<file path="src/rtl/ppu_pkg.sv">
// Shared definitions for the PPU raster timing generator.
// Holds the NTSC default timing constants, the counter width and the
// packed screen-position type passed between the counter and the top.
package ppu_pkg;

  localparam int NTSC_H_TOTAL     = 341;
  localparam int NTSC_V_TOTAL     = 262;
  localparam int NTSC_H_VISIBLE   = 256;
  localparam int NTSC_V_VISIBLE   = 240;
  localparam int NTSC_VBLANK_LINE = 241;
  localparam int NTSC_PRE_LINE    = NTSC_V_TOTAL - 1;

  // Wide enough for any dot or line index up to 511.
  localparam int POS_W = 9;

  typedef struct packed {
    logic [POS_W-1:0] x;
    logic [POS_W-1:0] y;
  } ppu_pos_t;

endpackage

</file>
<file path="src/rtl/ppu_wrap_counter.sv">
// Dot/scanline counter pair with frame parity and the odd-frame dot skip.
// Ports:
//   clk        - dot clock (rising edge)
//   rst_n      - asynchronous active-low reset, forces (0,0) and even parity
//   en         - advance enable; counters and parity hold while low
//   render_en  - rendering active, qualifies the odd-frame skip
//   pos        - current (x,y) position
//   odd_frame  - frame parity
//   line_wrap  - the next enabled edge loads x=0
//   frame_wrap - the next enabled edge loads (0,0)
module ppu_wrap_counter
  import ppu_pkg::*;
#(
  parameter int H_TOTAL  = NTSC_H_TOTAL,
  parameter int V_TOTAL  = NTSC_V_TOTAL,
  parameter int PRE_LINE = NTSC_PRE_LINE,
  parameter int ODD_SKIP = 1
) (
  input  logic     clk,
  input  logic     rst_n,
  input  logic     en,
  input  logic     render_en,
  output ppu_pos_t pos,
  output logic     odd_frame,
  output logic     line_wrap,
  output logic     frame_wrap
);

  localparam logic [POS_W-1:0] X_LAST = POS_W'(H_TOTAL - 1);
  localparam logic [POS_W-1:0] X_SKIP = POS_W'(H_TOTAL - 2);
  localparam logic [POS_W-1:0] Y_LAST = POS_W'(V_TOTAL - 1);
  localparam logic [POS_W-1:0] Y_PRE  = POS_W'(PRE_LINE);

  logic     x_last;
  logic     y_last;
  logic     skip;
  ppu_pos_t pos_next;

  always_comb begin
    x_last = (pos.x == X_LAST);
    y_last = (pos.y == Y_LAST);
    // On odd rendered frames the last dot of the pre-render line is dropped:
    // the dot before it jumps straight to the start of the next frame.
    skip       = (ODD_SKIP != 0) && render_en && odd_frame &&
                 (pos.x == X_SKIP) && (pos.y == Y_PRE);
    line_wrap  = skip || x_last;
    frame_wrap = skip || (x_last && y_last);

    pos_next = pos;
    if (line_wrap) begin
      pos_next.x = '0;
      pos_next.y = frame_wrap ? '0 : pos.y + 1'b1;
    end else begin
      pos_next.x = pos.x + 1'b1;
    end
  end

  always_ff @(posedge clk or negedge rst_n) begin
    if (!rst_n) begin
      pos       <= '0;
      odd_frame <= 1'b0;
    end else if (en) begin
      pos <= pos_next;
      if (frame_wrap) begin
        odd_frame <= ~odd_frame;
      end
    end
  end

endmodule

</file>
<file path="src/rtl/ppu_timing_gen.sv">
// PPU raster timing generator: dot/line position, visible-area decode,
// PPUSTATUS vblank flag with $2002 read-clear, NMI request level and
// one-cycle line/frame start pulses.
// Ports:
//   PPU_SLOW_CLOCK - dot clock (rising edge)
//   RST_N          - asynchronous active-low reset
//   EN             - dot advance enable
//   NMI_EN         - PPUCTRL bit 7
//   RENDER_EN      - background or sprite rendering on
//   STATUS_RD      - one-cycle pulse on a CPU read of $2002
//   PIXEL_X/Y      - current dot / scanline
//   VISIBLE        - position lies inside the visible area
//   VBLANK         - PPUSTATUS bit 7
//   NMI            - active-high NMI request level
//   FRAME_START    - one cycle after each load of (0,0)
//   LINE_START     - one cycle after each load of x=0
//   ODD_FRAME      - frame parity
module ppu_timing_gen
  import ppu_pkg::*;
#(
  parameter int H_TOTAL     = NTSC_H_TOTAL,
  parameter int V_TOTAL     = NTSC_V_TOTAL,
  parameter int H_VISIBLE   = NTSC_H_VISIBLE,
  parameter int V_VISIBLE   = NTSC_V_VISIBLE,
  parameter int VBLANK_LINE = NTSC_VBLANK_LINE,
  parameter int PRE_LINE    = V_TOTAL - 1,
  parameter int ODD_SKIP    = 1
) (
  input  logic       PPU_SLOW_CLOCK,
  input  logic       RST_N,
  input  logic       EN,
  input  logic       NMI_EN,
  input  logic       RENDER_EN,
  input  logic       STATUS_RD,
  output logic [8:0] PIXEL_X,
  output logic [8:0] PIXEL_Y,
  output logic       VISIBLE,
  output logic       VBLANK,
  output logic       NMI,
  output logic       FRAME_START,
  output logic       LINE_START,
  output logic       ODD_FRAME
);

  localparam logic [POS_W-1:0] X_VIS   = POS_W'(H_VISIBLE);
  localparam logic [POS_W-1:0] Y_VIS   = POS_W'(V_VISIBLE);
  localparam logic [POS_W-1:0] Y_VBL   = POS_W'(VBLANK_LINE);
  localparam logic [POS_W-1:0] Y_PRE   = POS_W'(PRE_LINE);

  ppu_pos_t pos;
  logic     line_wrap;
  logic     frame_wrap;
  logic     set_evt;
  logic     clr_evt;
  logic     vblank_next;

  ppu_wrap_counter #(
    .H_TOTAL  (H_TOTAL),
    .V_TOTAL  (V_TOTAL),
    .PRE_LINE (PRE_LINE),
    .ODD_SKIP (ODD_SKIP)
  ) u_counter (
    .clk        (PPU_SLOW_CLOCK),
    .rst_n      (RST_N),
    .en         (EN),
    .render_en  (RENDER_EN),
    .pos        (pos),
    .odd_frame  (ODD_FRAME),
    .line_wrap  (line_wrap),
    .frame_wrap (frame_wrap)
  );

  assign PIXEL_X = pos.x;
  assign PIXEL_Y = pos.y;
  assign VISIBLE = (pos.x < X_VIS) && (pos.y < Y_VIS);

  always_comb begin
    // Flag events fire on the enabled edge leaving dot 0 of the line.
    set_evt = EN && (pos.x == '0) && (pos.y == Y_VBL);
    clr_evt = EN && (pos.x == '0) && (pos.y == Y_PRE);

    // A $2002 read landing on the set edge wins, suppressing that frame's
    // flag (and therefore its NMI).
    vblank_next = VBLANK;
    if (STATUS_RD || clr_evt) begin
      vblank_next = 1'b0;
    end else if (set_evt) begin
      vblank_next = 1'b1;
    end
  end

  always_ff @(posedge PPU_SLOW_CLOCK or negedge RST_N) begin
    if (!RST_N) begin
      VBLANK      <= 1'b0;
      NMI         <= 1'b0;
      LINE_START  <= 1'b0;
      FRAME_START <= 1'b0;
    end else begin
      VBLANK      <= vblank_next;
      // Built from the next flag value so NMI tracks VBLANK and NMI_EN
      // without an extra cycle of lag.
      NMI         <= vblank_next & NMI_EN;
      LINE_START  <= EN & line_wrap;
      FRAME_START <= EN & frame_wrap;
    end
  end

endmodule

</file>
<file path="config.mk">
export PLATFORM = sky130hd
export DESIGN_NAME = ppu_timing_gen
export DESIGN_NICKNAME = d
export VERILOG_FILES = /design/src/rtl/ppu_pkg.sv /design/src/rtl/ppu_wrap_counter.sv /design/src/rtl/ppu_timing_gen.sv
export SDC_FILE = /design/constraint.sdc
export NUM_CORES = 1
export LEC_CHECK = 0
export BUFFER_PORTS_ARGS = -buffer_cell sky130_fd_sc_hd__buf_2
export CORE_UTILIZATION = 50
export CTS_BUF_LIST = sky130_fd_sc_hd__clkbuf_4
export CTS_CLUSTER_DIAMETER = 50
export DETAILED_ROUTE_END_ITERATION = 6
export PLACE_DENSITY = 0.78
export RECOVER_POWER = 25
export SLEW_MARGIN = 20
export SYNTH_ARGS = -nofsm -noshare
export SYNTH_HDL_FRONTEND = slang
export SYNTH_HIERARCHICAL = 1
export SYNTH_SLANG_ARGS = --single-unit
</file>
<file path="constraint.sdc">
create_clock -name PPU_SLOW_CLOCK -period 2.1 [get_ports PPU_SLOW_CLOCK]
set_clock_uncertainty 0.2 [all_clocks]
set_input_delay 0.315 -clock PPU_SLOW_CLOCK [delete_from_list [all_inputs] [get_ports PPU_SLOW_CLOCK]]
set_output_delay 0.315 -clock PPU_SLOW_CLOCK [all_outputs]
set_load 0.1 [all_outputs]
</file>
== After elaboration in Yosys (flattened, before gate mapping) ==
Index checks and enable logic that the tools add are counted.

* Bits in writable memories: 0
* Memories kept: 0
* Flip-flop bits (word level): 23
* Word-level logic and storage cells: 37
* Output and inout port bits: 24
* Memory bits (read-only): 0
* Input port bits: 6
* Latch bits: 0

* Shifts and indexed selects: 0
* Add/subtract/negate cells: 2
* Equal/unequal tests: 4
* Bitwise operators: 4
* Muxes and demuxes: 4
* Multiply operators: 0
* Order comparisons: 2
* Reductions and logical operators: 14
* Div/mod/pow operators: 0

{| class="wikitable"
|+ Operators with widths
! cell !! number
|-
| equality test 9 bit, second input constant || 3
|-
| adder 9 x 1 -> 9 bit, second input constant || 2
|-
| 2-to-1 mux 9 bit || 2
|-
| equality test 9 x 8 -> 1 bit, second input constant || 1
|-
| zero test 9 bit || 1
|-
| < comparator 9 x 8 -> 1 bit, second input constant || 1
|-
| < comparator 9 bit, second input constant || 1
|-
| logical AND 1 bit || 8
|-
| AND reduction 2 bit || 2
|-
| bitwise AND 1 bit || 3
|-
| logical OR 1 bit || 3
|-
| 2-to-1 mux 1 bit || 2
|-
| inverter 1 bit || 1
|}

== Depth between registers and ports, before layout ==
* Depth after elaboration: 6
* Gate-level depth with buffers: 6
* Gate-level depth less buffers: 6

== Modules after synthesis ==
The synthesis kept the hierarchy.

{| class="wikitable"
|+ Modules (own cells, without submodules)
! module !! area an instance (µm²) !! seq. area each (µm²) !! instances !! cells an instance
|-
| ppu_wrap_counter || 1,106.1 || 475.5 || 1 || 108
|-
| ppu_timing_gen || 211.5 || 100.1 || 1 || 19
|}

== Least setup slack after synthesis ==
No wires, ideal clock.

* Path type: reg-to-output
* Start point: register, netlist name u_counter/pos[6]
* End point: output port VISIBLE
* Arrival: 3.290 ns
* Path slack: -1.705 ns
* Data required time: 1.585 ns
* Stages on the path, launching flop included: 3
* Path buffers: 0
* Cell sequence: dfrtp_1 > nand4_1 > nor3b_1

* Word-level cells in the longest chain between the ends: 2

{| class="wikitable"
|+ RTL lines
! element !! line !! RTL
|-
| < comparator 9 x 8 -> 1 bit || ppu_timing_gen.sv:75 || <nowiki>assign VISIBLE = (pos.x < X_VIS) && (pos.y < Y_VIS);</nowiki>
|-
| logical AND 1 bit || ppu_timing_gen.sv:75 ||
|-
| to (decl) || ppu_timing_gen.sv:37 || <nowiki>output logic VISIBLE,</nowiki>
|}

Every way passes these cells.

== Worst setup path after layout ==
* Start point: register, netlist name u_counter/pos[5]
* End point: register, netlist name u_counter/pos[0]

* Word-level cells in the longest chain between the ends: 4
* Elaborated cells between the ends (all ways): 7
* Those cells by class: 1 x eq/ne; 1 x mux; 5 x reduce/logical

{| class="wikitable"
|+ RTL lines
! element !! line
|-
| equality test 9 bit * || ppu_wrap_counter.sv:41, ppu_wrap_counter.sv:45
|-
| logical AND 1 bit, on equally long branches || ppu_wrap_counter.sv:45, ppu_wrap_counter.sv:47
|-
| logical OR 1 bit, on equally long branches || ppu_wrap_counter.sv:47, ppu_wrap_counter.sv:46
|-
| 2-to-1 mux 9 bit or AND reduction 2 bit (tied branches) || n/a
|}

Mark *: on every way between the ends. The rest lies on a longest branch, timed or not.
A chain may end at the register's enable or synchronous reset.

==> impl_metrics.json <==
{
  "status": "finished with violations",
  "violations": "negative setup slack",
  "regToRegSetupSlack_ps": -160,
  "grt_start_max_net_pins": 24,
  "critPathKind": "reg -> reg",
  "ys_seq_area_share_pct": 43.7,
  "drive_gt1_share_pct": 57.3,
  "clock_power_share_pct": 13.8,
  "hold_path_startpoint": "NMI_EN",
  "grt_antenna_before_repair": 0,
  "cap_violations": 0,
  "syn_avg_cell_area_um2": 10.4,
  "cts_max_path_buffers": 2,
  "gp_congestion": 0.820,
  "wl_um": 4040,
  "grt_util_all_layers_pct": 29.3,
  "tightest_slew_ps": 1280,
  "dr_total_vias": 1356,
  "synth_area_leaders": "dfrtp_1, mux2_2, ha_1, nand3_1, xor2_1",
  "finalMaxSlewViolations": 0,
  "synthArstFlopShare_pct": 100,
  "clock-root-buffer": "clkbuf_4",
  "synth_cell_types": 40,
  "nets": 203,
  "die_area_um2": 2840,
  "internal_power_uw": 832,
  "syn2layout_area_growth_pct": 52.5,
  "mostFrequentLayoutCells": "buf_2, buf_4, dfrtp_2, nand2_1, buf_6",
  "r2r_start": "u_counter/pos[5]",
  "yosys.area.top_type": "dfrtp_1",
  "io_buffers": 29,
  "switchingPower_uw": 777,
  "yosys.area.top_type_share_pct": 43.7,
  "holdPathEnd": "NMI",
  "synthCells": 127,
  "finalHoldViolCount": 0,
  "vdd_ir_drop_max_mv": 0.950,
  "min_period_over_period_pct": 108,
  "route.detailed.drc": 0,
  "clk_pin_slew_ps": 130,
  "yosys_warnings": 6,
  "pre_cts_slack_ps": -240,
  "drt_pre_antenna_iters": 5,
  "ioPinCount": 30,
  "syn_nets": 137,
  "fp.dieH_um": 53.3,
  "instances_no_fill": 222,
  "p_seq_share_pct": 34.5,
  "layout_commonest_cell": "buf_2",
  "p_leak_uw": 0.000934,
  "min_period_ps": 2260,
  "h-tree-depth": 1,
  "start_util_pct": 53.2,
  "worstRegToRegCells": 4,
  "wl_per_cell_um": 18.2,
  "startpoint_type": "flip-flop",
  "grt_pass1_vias": 1247,
  "crit_fanout": 6,
  "r2r_end": "u_counter/pos[0]",
  "ant_nets": 0,
  "worstSkewPairLatency_ps": 320,
  "worstPathRequired_ps": 2110,
  "cts_inserted_buffers": 3,
  "row_count": 18,
  "arrival_ps": 2270,
  "worst_slack_ps": -161,
  "power_density_nw_per_um2": 801,
  "sw_frac_of_total_pct": 48.3,
  "grt_pass1_wl_um": 5870,
  "hp-class": "in -> reg",
  "setup_viol": 18,
  "cts_tree": "done",
  "core-area_um2": 2480,
  "fmax_mhz": 442,
  "endpoint_kind": "flip-flop",
  "placedCellCount": 206,
  "drt_first_iter_violations": 56,
  "synth-seq-cells": 23,
  "clock_sinks": 23,
  "die_w_um": 53.3,
  "combPwrFrac_pct": 51.7,
  "netlist_area_um2": 1320,
  "detailed_place_hpwl_um": 2540,
  "synth_edf_count": 0,
  "grt_overflow": 0,
  "yosys_most_used_dff": "dfrtp_1",
  "diodes": 0,
  "max_slew_margin_pct": 14.3,
  "rsz0062_at_grt": "yes",
  "worst_hold_path.num_cells": 2,
  "viasPerCell": 6.11
}
-- logic make-up after synthesis --
family | Yosys count | synth area share (%)
muxes | 6 | 5.03
and+or+nand+nor | 56 | 27.2
xor gates and xnor gates | 7 | 4.65
buffers and inverters | 8 | 2.28
adders and majority gates | 4 | 3.80
AOI/OAI and AO/OA | 23 | 13.4
DFF | 23 | 43.7
-- repair_timing --
action / CTS / global route
setup buffers: 4 / 6
hold endpoints to repair: 25 / 0
hold buffers: 2 / 0
pin swaps: 6 / 12
endpoints found under the setup margin: 18 / 19
resized for setup: 9 / 26
-- worst max path at each step --
stage / start / slack [ps] / cells after the start / end
finish: u_counter/pos[5] / -160 / 4 / u_counter/pos[0]
global route: u_counter/pos[5] / -200 / 4 / u_counter/pos[1]
CTS: u_counter/pos[5] / -160 / 4 / u_counter/pos[0]
detailed placement: u_counter/pos[4] / -240 / 4 / u_counter/pos[3]
global placement: u_counter/pos[4] / -160 / 4 / u_counter/pos[3]
floorplan: u_counter/pos[4] / -390 / 4 / u_counter/pos[0]
-- worst max-delay path, stage by stage (launching register included) --
cell     delay [ps]
dfrtp_4         490
or4_4           560
o31a_4          350
nor3_4          220
mux2_4          330
-- routing by layer --
| metal | vias to the layer above | global-route usage [%] | part of all wire, % |
|---|---|---|---|
| li1 | 616 | - | - |
| met1 | 652 | 37.6 | 41 |
| met2 | 71 | 47.9 | 50 |
| met3 | 17 | 4.31 | 6.3 |
| met4 | 0 | 13.2 | 3.3 |
| met5 | - | 0 | 0 |
-- registers in the layout, summed over array words and instances, names as in the netlist --
register	count
FRAME_START	1
u_counter/pos	18
VBLANK	1
NMI	1
LINE_START	1
u_counter/odd_frame	1
-- cell usage after synthesis, types with 2 or more instances --
| cell type | instances |
|---|---|
| o41a_1 | 2 |
| nand4_1 | 4 |
| inv_1 | 6 |
| nor2_1 | 7 |
| dfrtp_1 | 23 |
| nor4_1 | 2 |
| nor3_1 | 6 |
| o2111ai_1 | 2 |
| a31oi_1 | 2 |
| and3_1 | 3 |
| and2_1 | 2 |
| a21oi_1 | 4 |
| xor2_1 | 4 |
| clkbuf_1 | 2 |
| o21ai_0 | 5 |
| mux2_2 | 5 |
| ha_1 | 4 |
| nand2_1 | 8 |
| nand3_1 | 7 |
| nor4b_1 | 3 |
| nand4b_1 | 2 |
| xnor2_1 | 3 |
| and4_1 | 3 |
| nor4_2 | 2 |
-- power by group through the flow --
stage	combinational [µW]	sequential [µW]	clock (µW)
after floorplan	143	930	0
after global routing	871	563	244
final	831	555	223
after detailed placement	737	559	0
after CTS	766	550	233
after global placement	723	555	0
-- final cells by class --
cell class	count	area, µm²
repair buffers	63	445
multi-input cells	96	863
fillers	150	468
inverters	6	22.5
clock buffers	4	30.0
flip-flops and latches	23	611
well taps	30	37.5
-- per-stage QoR --
stage	area [µm²]	util [%]	TNS [ps]	total power [µW]	hold slack, ps
2_1_floorplan	1370	-	-3470	1070	-181
3_3_place_gp	1720	69.6	-1410	1280	108
3_5_place_dp	1720	69.6	-2250	1300	118
4_1_cts	1840	74.3	-1260	1550	47.4
5_1_grt	2010	81.1	-3800	1680	54.7
6_report	2010	81.1	-1860	1610	63.3
Note: power is estimated with default switching activity, not from simulation.
